<file path="config.mk">
export PLATFORM = sky130hd
export DESIGN_NAME = hart_port_scheduler
export DESIGN_NICKNAME = d
export VERILOG_FILES = /design/src/rtl/hart_port_scheduler.sv
export SDC_FILE = /design/constraint.sdc
export NUM_CORES = 1
export LEC_CHECK = 0
export BUFFER_PORTS_ARGS = -buffer_cell sky130_fd_sc_hd__buf_2
export CAP_MARGIN = 20
export CORE_MARGIN = 2
export CORE_UTILIZATION = 45
export DETAILED_ROUTE_END_ITERATION = 10
export PLACE_DENSITY_LB_ADDON = 0.12
export SYNTH_ARGS = -nofsm -noshare
export SYNTH_HDL_FRONTEND = slang
export SYNTH_SLANG_ARGS = --single-unit
export TNS_END_PERCENT = 1
</file>
<file path="constraint.sdc">
create_clock -name CLK -period 2.3 [get_ports CLK]
set_input_delay 0.23 -clock CLK [delete_from_list [all_inputs] [get_ports CLK]]
set_output_delay 0.23 -clock CLK [all_outputs]
set_load 0.05 [all_outputs]
</file>
<file path="src/rtl/hart_port_scheduler.sv">
// Round-robin owner scheduler for the shared memory-controller/MMU port.
// Hands the port over only at a safe point, with one dead cycle between owners.
module hart_port_scheduler #(
    parameter int N_HARTS = 2,
    parameter int QUANTUM = 64,
    parameter int SELW    = (N_HARTS > 1) ? $clog2(N_HARTS) : 1
) (
    input  logic               CLK,
    input  logic               RST,
    input  logic [N_HARTS-1:0] i_req,
    input  logic [N_HARTS-1:0] i_safe,
    input  logic [N_HARTS-1:0] i_lock,
    input  logic               i_mc_busy,
    input  logic               i_freeze,
    output logic [N_HARTS-1:0] o_gnt,
    output logic [SELW-1:0]    o_sel,
    output logic [N_HARTS-1:0] o_busy,
    output logic               o_switch
);

    localparam int QW = $clog2(QUANTUM + 1);
    localparam logic [QW-1:0] QMAX = QW'(QUANTUM);
    localparam logic [N_HARTS-1:0] ONE = N_HARTS'(1);

    typedef enum logic [1:0] {
        GRANT  = 2'd0,
        DRAIN  = 2'd1,
        SWITCH = 2'd2
    } state_t;

    state_t             state_q;
    logic [N_HARTS-1:0] gnt_q;
    logic [SELW-1:0]    owner_q;
    logic [SELW-1:0]    next_q;
    logic [QW-1:0]      qcnt_q;
    logic               sw_q;

    logic               pend;
    logic               own_req;
    logic               own_safe;
    logic               own_lock;
    logic               want;
    logic               can_sw;
    logic [SELW-1:0]    pick_d;
    logic [SELW-1:0]    idx;
    logic               found;

    // Owner-qualified inputs; gnt_q is one-hot on the owner outside SWITCH
    always_comb begin
        pend     = |(i_req & ~gnt_q);
        own_req  = |(i_req & gnt_q);
        own_safe = |(i_safe & gnt_q);
        own_lock = |(i_lock & gnt_q);
        want     = pend && (!own_req || (qcnt_q >= QMAX));
        can_sw   = own_safe && !own_lock && !i_mc_busy;
    end

    // Next owner: first requester after the current owner, wrapping around
    always_comb begin
        pick_d = owner_q;
        idx    = '0;
        found  = 1'b0;
        for (int k = 1; k < N_HARTS; k++) begin
            idx = SELW'((int'(owner_q) + k) % N_HARTS);
            if (!found && i_req[idx]) begin
                pick_d = idx;
                found  = 1'b1;
            end
        end
    end

    // Scheduler FSM with registered grant, select and switch pulse
    always_ff @(posedge CLK or posedge RST) begin
        if (RST) begin
            state_q <= GRANT;
            gnt_q   <= ONE;
            owner_q <= '0;
            next_q  <= '0;
            qcnt_q  <= '0;
            sw_q    <= 1'b0;
        end else if (i_freeze) begin
            sw_q <= 1'b0;
        end else begin
            sw_q <= 1'b0;
            unique case (state_q)
                GRANT: begin
                    if (!pend) begin
                        qcnt_q <= '0;
                    end else if (qcnt_q < QMAX) begin
                        qcnt_q <= qcnt_q + 1'b1;
                    end
                    if (want) begin
                        state_q <= DRAIN;
                    end
                end
                DRAIN: begin
                    if (!pend) begin
                        state_q <= GRANT;
                        qcnt_q  <= '0;
                    end else if (can_sw) begin
                        next_q  <= pick_d;
                        gnt_q   <= '0;
                        state_q <= SWITCH;
                    end
                end
                SWITCH: begin
                    owner_q <= next_q;
                    gnt_q   <= ONE << next_q;
                    sw_q    <= 1'b1;
                    qcnt_q  <= '0;
                    state_q <= GRANT;
                end
                default: begin
                    state_q <= GRANT;
                end
            endcase
        end
    end

    assign o_gnt    = gnt_q;
    assign o_sel    = owner_q;
    assign o_busy   = ~gnt_q;
    assign o_switch = sw_q;

endmodule

</file>
# After elaboration in Yosys (flattened, before gate mapping)
# Cells that the tools add are included.
# word_totals
ff_bits	14
latch_bits	0
mem_bits_rw	0
rom_bits	0
in_bits	10
output_inout_bits	6
wordCells	61
n_memories	0
# classes
add_sub_neg	2
multipliers	0
div	0
order_cmp	3
n_eq_ne	8
n_shift	1
mux	16
bitwise	6
n_reduce_logical	19
# op_table
op	count
$mux W7	3
$pmux W7 S3	1
$reduce_and A4 Y1	3
$mux W2	5
$and A2 B2 Y2	4
$ne A2 B2 Y1 const B	4
$pmux W2 S2	2
$reduce_or A2 Y1	4
$add A7 B1 Y7 const B	1
$ge A7 B7 Y1 const B	1
$lt A7 B7 Y1 const B	1
$ne A3 B3 Y1 const B	2
$mux W1	5
$logic_and A1 B1 Y1	3
$logic_not A1 Y1	3
$reduce_and A3 Y1	1
$reduce_bool A3 Y1	1
$eq A2 B1 Y1 const B	1
$eq A2 B2 Y1 const B	1
$logic_not A2 Y1	1
$lt A1 B2 Y1 const B	1
$not A2 Y2	1
$reduce_and A2 Y1	1
$reduce_bool A2 Y1	1
other kinds (4)	4

# Logic depth before layout (Yosys ltp)
# Gate-level depths: netlist of run 1.
# depth
depth_word	8
mapped_depth	7
mapped_depth_nobuf	6

# Least setup slack after synthesis of run 1
# Ideal clock, no wire load.
# synth_timing
path_type	register to register
startpoint	reg gnt_q[1] (netlist: o_gnt[1])
endpoint	reg gnt_q[1] (netlist: o_gnt[1])
setup_time_ns	0.122
arrival_ns	1.778
t_required_ns	2.178
setup_slack_ns	0.401
stages_incl_launch_ff	6
path_buffers	1
synth_period_minus_slack_ns	1.899
path_cell_list	dfrtp_1 nand2b_4 buf_6 and2_4 or4_4 a32o_1
# synth_via
elab_chain_len	7
word_cells_on_any_way	13
cone_classes	eq/ne (2); bitwise (4); reduce/logical (7)
# synth_lines
item	line	rtl
start, declared	32	logic [N_HARTS-1:0] gnt_q;
start signal, assigned	108	gnt_q <= ONE << next_q;
$and A2 B2 Y2	53	own_lock = |(i_lock & gnt_q);
$reduce_or A2 Y1	53	
$logic_not A1 Y1	55	can_sw = own_safe && !own_lock && !i_mc_busy;
$logic_and A1 B1 Y1 (2 in series)	55	
$ne A2 B2 Y1 (no source line)	-	
$reduce_and A4 Y1 (no source line) *	-	
# Mark *: on every way between the ends. The rest lies on a longest branch, timed or not.
# A chain may end at the register's enable or synchronous reset.

# Worst setup path in the final report of run 1
# layout_timing
startpoint	reg state_q[0]
endpoint	reg qcnt_q[3]
# layout_via
elab_chain_len	3
word_cells_on_any_way	8
cone_classes	eq/ne (4); mux (1); reduce/logical (3)
# layout_lines
item	line	rtl
start, declared	31	state_t state_q;
start signal, assigned	75	state_q <= GRANT;
start signal, assigned	93	state_q <= DRAIN;
start signal, assigned	98	state_q <= GRANT;
$eq A2 B1 Y1 (tied with other cells)	85	unique case (state_q)
$ne A2 B2 Y1 (no source line) (tied with other cells)	-	
$reduce_and A4 Y1 (no source line)	-	
end signal, assigned	90	qcnt_q <= qcnt_q + 1'b1;
end, declared	35	logic [QW-1:0] qcnt_q;
# Several ways; a longest one is shown, not always the timed one.

==> results of run 1 <==
kinds of logic (layout without fill, tap and decap cells):
family,Yosys count,count (layout),synth area share
and+or+nand+nor,32,32,0.192
muxes,1,1,0.0111
DFF,14,14,0.391
AOI/OAI and AO/OA,37,37,0.295
adders and majority gates,4,4,0.0556
buffers and inverters,11,28,0.0556
Yosys cell counts, types with 3 or more instances:
master / instances / area [sq um]
a32o_1: 4 / 40.0
nand3_1: 3 / 15.0
o21ai_0: 12 / 60.1
nor2_1: 6 / 22.5
inv_1: 8 / 30.0
a22o_1: 3 / 26.3
ha_1: 4 / 50.1
nand2_1: 9 / 33.8
dfrtp_1: 13 / 325
a211o_1: 3 / 26.3
report_power, final:
group	internal [W]	switching, W	total [W]
clock	0.0000964	0.0000887	0.000185
combinational	0.000244	0.000442	0.000686
sequential	0.000328	0.0000833	0.000411
total	0.000668	0.000614	0.00128
metrics by stage:
stage	instance area [sq um]	setup slack [ps]	hold slack, ps	power, W	std cells
final	1030	423	279	0.00128	143
after global routing	1030	283	275	0.00138	143
after CTS	1030	457	272	0.00128	143
after detailed placement	988	479	308	0.00110	138
after global placement	988	510	305	0.00109	138
after floorplan	900	401	119	0.000959	99
state kept, by name, summed over array words and instances (netlist names):
| register | cells |
|---|---|
| o_gnt | 2 |
| o_sel | 1 |
| qcnt_q | 7 |
| next_q | 1 |
| o_switch | 1 |
| state_q | 2 |
area by class of cell:
cell class / instances / area, sq um / area share
Clock buffer: 4 / 36.3 / 0.0351
Multi-Input combinational cell: 74 / 498 / 0.481
Timing Repair Buffer: 16 / 85.1 / 0.0822
Tap cell: 27 / 33.8 / 0.0326
Inverter: 8 / 30.0 / 0.0290
Sequential cell: 14 / 352 / 0.340
worst max-delay path, stage by stage, from the launching register on:
cell     delay (ps)
dfrtp_1         400
inv_1            80
ha_1            250
nor3_1          270
or2_0           400
nor2_1          130
a32o_1          240
repair_timing:
action                                  CTS  global route
hold endpoints to repair                 13             0
endpoints found under the setup margin    0             0
hold buffers                              1             0
setup buffers                             0             0
routing by layer:
layer	track usage	wire (microns)
met5	0	0
met4	0.0571	14
met3	0.0309	91
met2	0.263	916
met1	0.241	908
final timing paths:
| check | start | endpoint | slack [ps] | cells past startpoint |
|---|---|---|---|---|
| setup / recovery | state_q[0]$_DFFE_PP0P_ | qcnt_q[3]$_DFFE_PP0P_ | 420 | 6 |
| hold / removal | i_req[0] | next_q$_DFFE_PP0P_ | 280 | 4 |
| setup reg to reg | state_q[0]$_DFFE_PP0P_ | qcnt_q[3]$_DFFE_PP0P_ | 420 | 6 |
| hold reg to reg | qcnt_q[0]$_DFFE_PP0P_ | qcnt_q[0]$_DFFE_PP0P_ | 530 | 1 |
| max in group asynchronous | RST | o_gnt[0]$_DFFE_PP1P_ | 1410 | 3 |
| min in group asynchronous | RST | next_q$_DFFE_PP0P_ | 520 | 3 |
==> reports/metrics.cfg, run 1 <==
[floorplan]
chipHeight_microns = 48.7
dieArea_sq_um = 2370
rows = 16
fp.dieW_microns = 48.7
coreArea_sq_um = 1920
ios = 16
start_util = 0.468

[layout]
final_common_cell = buf_2
n_antenna_cell = 0
syn_to_final_growth_pct = 15.0
final_layout_size_suffix_gt1_frac = 0.224
final_util = 0.538
layout_common_cells = 15 x buf_2, 13 x dfrtp_1, 12 x o21ai_0, 9 x nand2_1, 8 x inv_1
fin_nets = 131
nFillCells = 181

[clock_network]
clk_latency_ps = 280
cts_root_buf = clkbuf_4
cts_tree = yes
clock-sinks = 14
cts_resized = 0
numCtsBuffers = 3
clk_path_buf_depth = 2
path_clk_slew_ps = 90
cts.htree.levels = 1

[outcome]
status = completed

[sta]
hold_viol_final = 0
tightest_slew_ps = 580
finalSetupViolCount = 0
max-slew-margin-rel = 0.614
fin_tns_setup_ps = 0
period_minus_slack_ps = 1880
finalMaxSlewViolations = 0
fin_crit_sh = 0.816
fmax_mhz = 533
rsz0062_at_grt = no
skew_ps = 0.845

[routing]
drt_wl_total_mm = 1.93
drc = 0
initialDrtViolationCount = 30
wire_per_inst_microns = 13.5
via_per_inst = 5.61
ant_nets = 0
vias = 802
firstDrtPassIters = 4

[placement]
place_congestion = 0.752
port_buffers = 15
dp_hpwl_mm = 1.43

[global_routing]
grt_overflow = 0
grt_usage = 0.170
grt_pass1_vias = 712
antenna_found_initial = 0
grt_max_degree = 15
grt_pass1_wl_mm = 3.15

[critical_path]
cp_max_fo = 8
arrival_ps = 2060
worstPathRequired_ps = 2480
worst_setup_path_end_kind = register
setup.worst_path.start_class = register
critPathKind = register to register

[yosys]
synth_seq_cells = 14
yosysWarnings = 0
async_reset_ff_frac = 1.00
synth_ff_type = dfrtp_1
syn_area_sq_um = 900
synth-edff-count = 0
avgSynthCellArea_sq_um = 9.09
seq_area_frac_synth = 0.391
synth.distinct_cells = 38
synth.net_count = 113
synth_cells = 99

[pwr]
vdd_drop_max_v = 0.000675
powerDensity_nw_per_um2 = 1240
power_leakage_nw = 0.480

[min_path]
hp-class = input port to register

[flow_run]
cap_violations = 0

No activity file was read; power rests on OpenSTA's default activity.
==> inputs of run 2 (changes only) <==
--- a/config.mk
+++ b/config.mk
@@ -5,6 +5,7 @@
 export SDC_FILE = /design/constraint.sdc
 export NUM_CORES = 1
 export LEC_CHECK = 0
+export ABC_AREA = 1
 export BUFFER_PORTS_ARGS = -buffer_cell sky130_fd_sc_hd__buf_2
 export CAP_MARGIN = 20
 export CORE_MARGIN = 2
==> constraint.sdc (replaced) <==
create_clock -name CLK -period 1.7 [get_ports CLK]
set_input_delay 0.17 -clock CLK [delete_from_list [all_inputs] [get_ports CLK]]
set_output_delay 0.17 -clock CLK [all_outputs]
set_load 0.05 [all_outputs]
==> reports/metrics.cfg, run 2 <==
[outcome]
status = completed

[sta]
period_minus_slack_ps = 1560
rsz0062_at_grt = no
tightest_slew_ps = 549
finalSetupViolCount = 0
fin_tns_setup_ps = 0
fin_crit_sh = 0.915
fmax_mhz = 643
hold_viol_final = 0
max-slew-margin-rel = 0.634
finalMaxSlewViolations = 0
skew_ps = 10.0

[floorplan]
ios = 16
fp.dieW_microns = 50.3
dieArea_sq_um = 2530
coreArea_sq_um = 2000
start_util = 0.482
rows = 16
chipHeight_microns = 50.3

[layout]
stdcell_count = 194
final_layout_size_suffix_gt1_frac = 0.162
largest_reg_flops = 7
top_register = qcnt_q
n_antenna_cell = 0
fin_nets = 182
layout_common_cells = 60 x nand2_1, 20 x inv_1, 15 x buf_2, 14 x nor2_1, 14 x nand3_1
syn_to_final_growth_pct = 16.5
nFillCells = 193
final_common_cell = nand2_1

[routing]
via_per_inst = 4.72
drc = 0
vias = 916
firstDrtPassIters = 4
ant_nets = 0
initialDrtViolationCount = 15
drt_wl_total_mm = 1.99
wire_per_inst_microns = 10.3

[critical_path]
critPathKind = register to register
cp_max_fo = 7
r2r-start = state_q[0]$_DFFE_PP0P_
arrival_ps = 1730
worst_setup_path_end_kind = register
max_stage_delay_ps = 380
worst_path_max_delay_cell = dfrtp_1
crit_top_cell = nand2_1
setup.worst_path.start_class = register
r2r_slack_ps = 140
rr_endpoint = qcnt_q[0]$_DFFE_PP0P_
worstPathRequired_ps = 1870
ff2ff_path_depth = 7
startpoint = state_q[0]$_DFFE_PP0P_
crit_chain = inv_1 -> ha_1 -> nor3_1 -> a21oi_4 -> and2b_2 -> nand2_1 -> nand2_1

[pwr]
power_leakage_nw = 0.622
powerDensity_nw_per_um2 = 884
vdd_drop_max_v = 0.000521

[yosys]
synth-edff-count = 0
avgSynthCellArea_sq_um = 6.61
synth_top_area_cell = dfrtp_1
synth.distinct_cells = 19
syn_area_sq_um = 965
synth.net_count = 160
synth_top_cells_by_count = 60 x nand2_1, 20 x inv_1, 14 x nand3_1, 14 x nor2_1, 13 x dfrtp_1
synthTopCellsByArea = dfrtp_1 34%, nand2_1 23%, inv_1 7.8%
synth_ff_type = dfrtp_1
async_reset_ff_frac = 1.00
synth_cells = 146
synth_seq_cells = 14
synth_top_area_frac = 0.337
seq_area_frac_synth = 0.364
yosysWarnings = 0
yosys.cell_count.top_type = nand2_1

[clock_network]
ctsHoldBuffers = 1
clk_latency_ps = 280
cts.htree.levels = 1
clk_path_buf_depth = 2
clock-sinks = 14
cts_setup_buffers = 0
cts_root_buf = clkbuf_4
cts_resized = 0
numCtsBuffers = 3
path_clk_slew_ps = 90
cts_tree = yes

[min_path]
min_to = o_switch$_DFF_PP0_
hp-class = input port to register
hp-start = i_freeze
holdPathStages = 2

[placement]
place_congestion = 0.861
dp_cells = 189
dp_hpwl_mm = 1.52
port_buffers = 15

[global_routing]
grt_pass1_vias = 827
grt_usage = 0.178
grt_pass1_wl_mm = 3.44
antenna_found_initial = 0
grt_max_degree = 15
grt_overflow = 0

[flow_run]
cap_violations = 0

==> run 2: changes by cell type in the layout (fill, tap and decap cells not counted), sizes merged, moves of 3 or more <==
cell | before | now
nand3 | 3 | 15
o21bai | 0 | 3
nor2 | 6 | 14
a32o | 4 | 0
a211o | 3 | 0
a22o | 3 | 0
inv | 8 | 21
nand2 | 9 | 60
o21ai | 12 | 5
==> run 2: cell families (layout without fill, tap and decap cells) <==
| logic type | count (synthesis) | in the layout | synth area share |
|---|---|---|---|
| flops | 14 | 14 | 0.364 |
| simple gates | 96 | 96 | 0.419 |
| fa+ha+maj | 4 | 4 | 0.0519 |
| buf+inv | 22 | 43 | 0.0934 |
| compound gates | 10 | 10 | 0.0713 |
==> run 2: power breakdown <==
part	total, W	switching [W]	internal, W
Clock	0.000242	0.000112	0.000130
Sequential	0.000407	0.0000386	0.000368
Combinational	0.000344	0.000218	0.000126
Total	0.000993	0.000369	0.000624
==> run 2: worst max-delay path by stage <==
stage                       endpoint
3_3_place_gp   qcnt_q[5]$_DFFE_PP0P_
4_1_cts        qcnt_q[5]$_DFFE_PP0P_
6_report       qcnt_q[0]$_DFFE_PP0P_
2_1_floorplan  qcnt_q[5]$_DFFE_PP0P_
5_1_grt        qcnt_q[2]$_DFFE_PP0P_
3_5_place_dp   qcnt_q[5]$_DFFE_PP0P_
==> run 2: final cells by class <==
cell class	instances	area [sq um]	area share
Timing Repair Buffer	18	100	0.0891
Multi-Input combinational cell	110	523	0.465
Inverter	21	78.8	0.0702
Tap cell	27	33.8	0.0301
Sequential cell	14	352	0.313
Clock buffer	4	36.3	0.0323
==> run 2: layer usage <==
metal,track usage,vias to the layer above,wire [microns]
li1,-,492,-
met1,0.238,407,1050
met2,0.283,13,851
met3,0.0357,4,58
met4,0.0676,0,26
met5,0,-,0
==> run 2: critical path: cells and delay by family (launching register included) <==
kind            cells  cell delay, ps
compound gates      1              50
simple gates        4             720
flops               1             380
buf+inv             1              70
fa+ha+maj           1             240
==> run 2: through the flow <==
step | hold slack (ps) | area (sq um) | setup slack (ps) | power (W) | util
detailed placement | 252 | 1080 | 163 | 0.000753 | 0.538
global route | 119 | 1120 | 39.1 | 0.00107 | 0.561
global placement | 243 | 1080 | 205 | 0.000743 | 0.538
floorplan | 58.5 | 965 | -108 | 0.000672 | -
finish | 98.6 | 1120 | 144 | 0.000993 | 0.561
CTS | 98.9 | 1120 | 146 | 0.000999 | 0.561
==> inputs of run 3 (changes only) <==
--- a/config.mk
+++ b/config.mk
@@ -8,6 +8,7 @@
 export ABC_AREA = 1
 export BUFFER_PORTS_ARGS = -buffer_cell sky130_fd_sc_hd__buf_2
 export CAP_MARGIN = 20
+export CORE_ASPECT_RATIO = 1.25
 export CORE_MARGIN = 2
 export CORE_UTILIZATION = 45
 export DETAILED_ROUTE_END_ITERATION = 10
==> constraint.sdc (replaced) <==
create_clock -name CLK -period 1.75 [get_ports CLK]
set_input_delay 0.175 -clock CLK [delete_from_list [all_inputs] [get_ports CLK]]
set_output_delay 0.175 -clock CLK [all_outputs]
set_load 0.05 [all_outputs]
==> reports/metrics.cfg, run 3 (synthesis gave the netlist of run 2 again) <==
[clock_network]
clk_latency_ps = 280
numCtsBuffers = 3
cts_setup_buffers = 0
clk_path_buf_depth = 2
cts_root_buf = clkbuf_4
cts_tree = yes
path_clk_slew_ps = 90
clock-sinks = 14
cts.htree.levels = 1

[min_path]
hp-start = i_freeze
hp-class = input port to register

[placement]
port_buffers = 15
dp_cells = 181
place_congestion = 0.847
postPlaceCellArea_sq_um = 1060
dp_hpwl_mm = 1.63

[layout]
final_common_cell = nand2_1
layout_common_cells = 60 x nand2_1, 20 x inv_1, 15 x buf_2, 14 x nor2_1, 14 x nand3_1
top_register = qcnt_q
n_antenna_cell = 0
fin_nets = 181
stdcell_count = 186
nFillCells = 203
largest_reg_flops = 7
design_area_sq_um = 1110
final_layout_size_suffix_gt1_frac = 0.157
final_util = 0.552
syn_to_final_growth_pct = 14.8

[sta]
fmax_mhz = 639
max-slew-margin-rel = 0.641
rsz0062_at_grt = no
finalMaxSlewViolations = 0
skew_ps = 6.50
fin_hold_ws_ps = 120
hold_viol_final = 0
fin_crit_sh = 0.894
fin_tns_setup_ps = 0
tightest_slew_ps = 538
period_minus_slack_ps = 1560
finalSetupViolCount = 0

[routing]
vias = 943
wire_per_inst_microns = 10.8
via_per_inst = 5.07
drt_wl_total_mm = 2.01
initialDrtViolationCount = 17
firstDrtPassIters = 4
drc = 0
ant_nets = 0

[critical_path]
setup.worst_path.start_class = register
arrival_ps = 1740
worst_setup_path_end_kind = register
r2r-start = state_q[1]$_DFFE_PP0P_
startpoint = state_q[1]$_DFFE_PP0P_
worstPathRequired_ps = 1920
critPathKind = register to register
cp_max_fo = 7

[floorplan]
ios = 16
dieArea_sq_um = 2530
rows = 18
fp.dieW_microns = 45.4
coreArea_sq_um = 2000
start_util = 0.481
chipHeight_microns = 55.8

[global_routing]
grt_pass1_wl_mm = 3.49
grt_max_degree = 15
antenna_found_initial = 0
grt_usage = 0.181
grt_pass1_vias = 838
grt_overflow = 0

[pwr]
powerDensity_nw_per_um2 = 863
switching_share = 0.366
p_int_w = 0.000606
p_seq_frac = 0.410
pwr-share-clk = 0.245
pwr-share-comb = 0.345
switchingPower_w = 0.000350
vdd_drop_max_v = 0.000557
power_leakage_nw = 0.617

[flow_run]
cap_violations = 0

[outcome]
status = completed

==> run 3: changes by cell type in the layout (fill, tap and decap cells not counted) <==
| cell | previous run | this run |
|---|---|---|
| buf_4 | 2 | 1 |
==> run 3: layer usage <==
layer,GRT usage,part of all wire,up-vias
li1,-,-,493
met4,0.0756,0.014,0
met2,0.296,0.52,17
met3,0.0195,0.027,4
met5,0,0,-
met1,0.233,0.43,429
==> run 3: worst paths after layout <==
path	to	slack, ps	cells past startpoint
max	qcnt_q[6]$_DFFE_PP0P_	190	7
min	o_switch$_DFF_PP0_	120	2
max reg2reg	qcnt_q[6]$_DFFE_PP0P_	190	7
min reg2reg	o_gnt[0]$_DFFE_PP1P_	510	2
max in group asynchronous	o_gnt[0]$_DFFE_PP1P_	920	3
min in group asynchronous	o_sel$_DFFE_PP0P_	460	3
==> run 3: stage by stage <==
stage	power [W]	setup slack, ps
2_1_floorplan	0.000653	-58.4
3_3_place_gp	0.000718	234
3_5_place_dp	0.000724	208
4_1_cts	0.000961	192
5_1_grt	0.00103	75.0
6_report	0.000956	186
==> run 3: final cells by class <==
class                   count  area [sq um]  share of cell area
well taps                  20          25.0              0.0226
repair buffers             17          92.6              0.0836
multi-input cells         110           523               0.472
flip-flops and latches     14           352               0.318
inverters                  21          78.8              0.0712
clock buffers               4          36.3              0.0328
==> run 3: worst max-delay path, cell delays in order (launching register included) <==
cell and delay (ps):
dfrtp_1 380, inv_1 80, ha_1 230, nor3_1 330, a21oi_4 50, and2b_2 250, nand2_1 90, nand2_1 50
==> run 3: timing repair <==
item | 4_1_cts | 5_1_grt
hold buffers | 1 | 0
hold endpoints to repair | 13 | 0
gates resized for setup | 0 | 0
==> run 3: power groups by stage <==
| stage | sequential (W) | combinational (W) | clock, W |
|---|---|---|---|
| finish | 0.000392 | 0.000330 | 0.000234 |
| global route | 0.000397 | 0.000376 | 0.000257 |
| CTS | 0.000392 | 0.000329 | 0.000239 |
| detailed placement | 0.000399 | 0.000325 | 0 |
| global placement | 0.000397 | 0.000321 | 0 |
| floorplan | 0.000395 | 0.000258 | 0 |
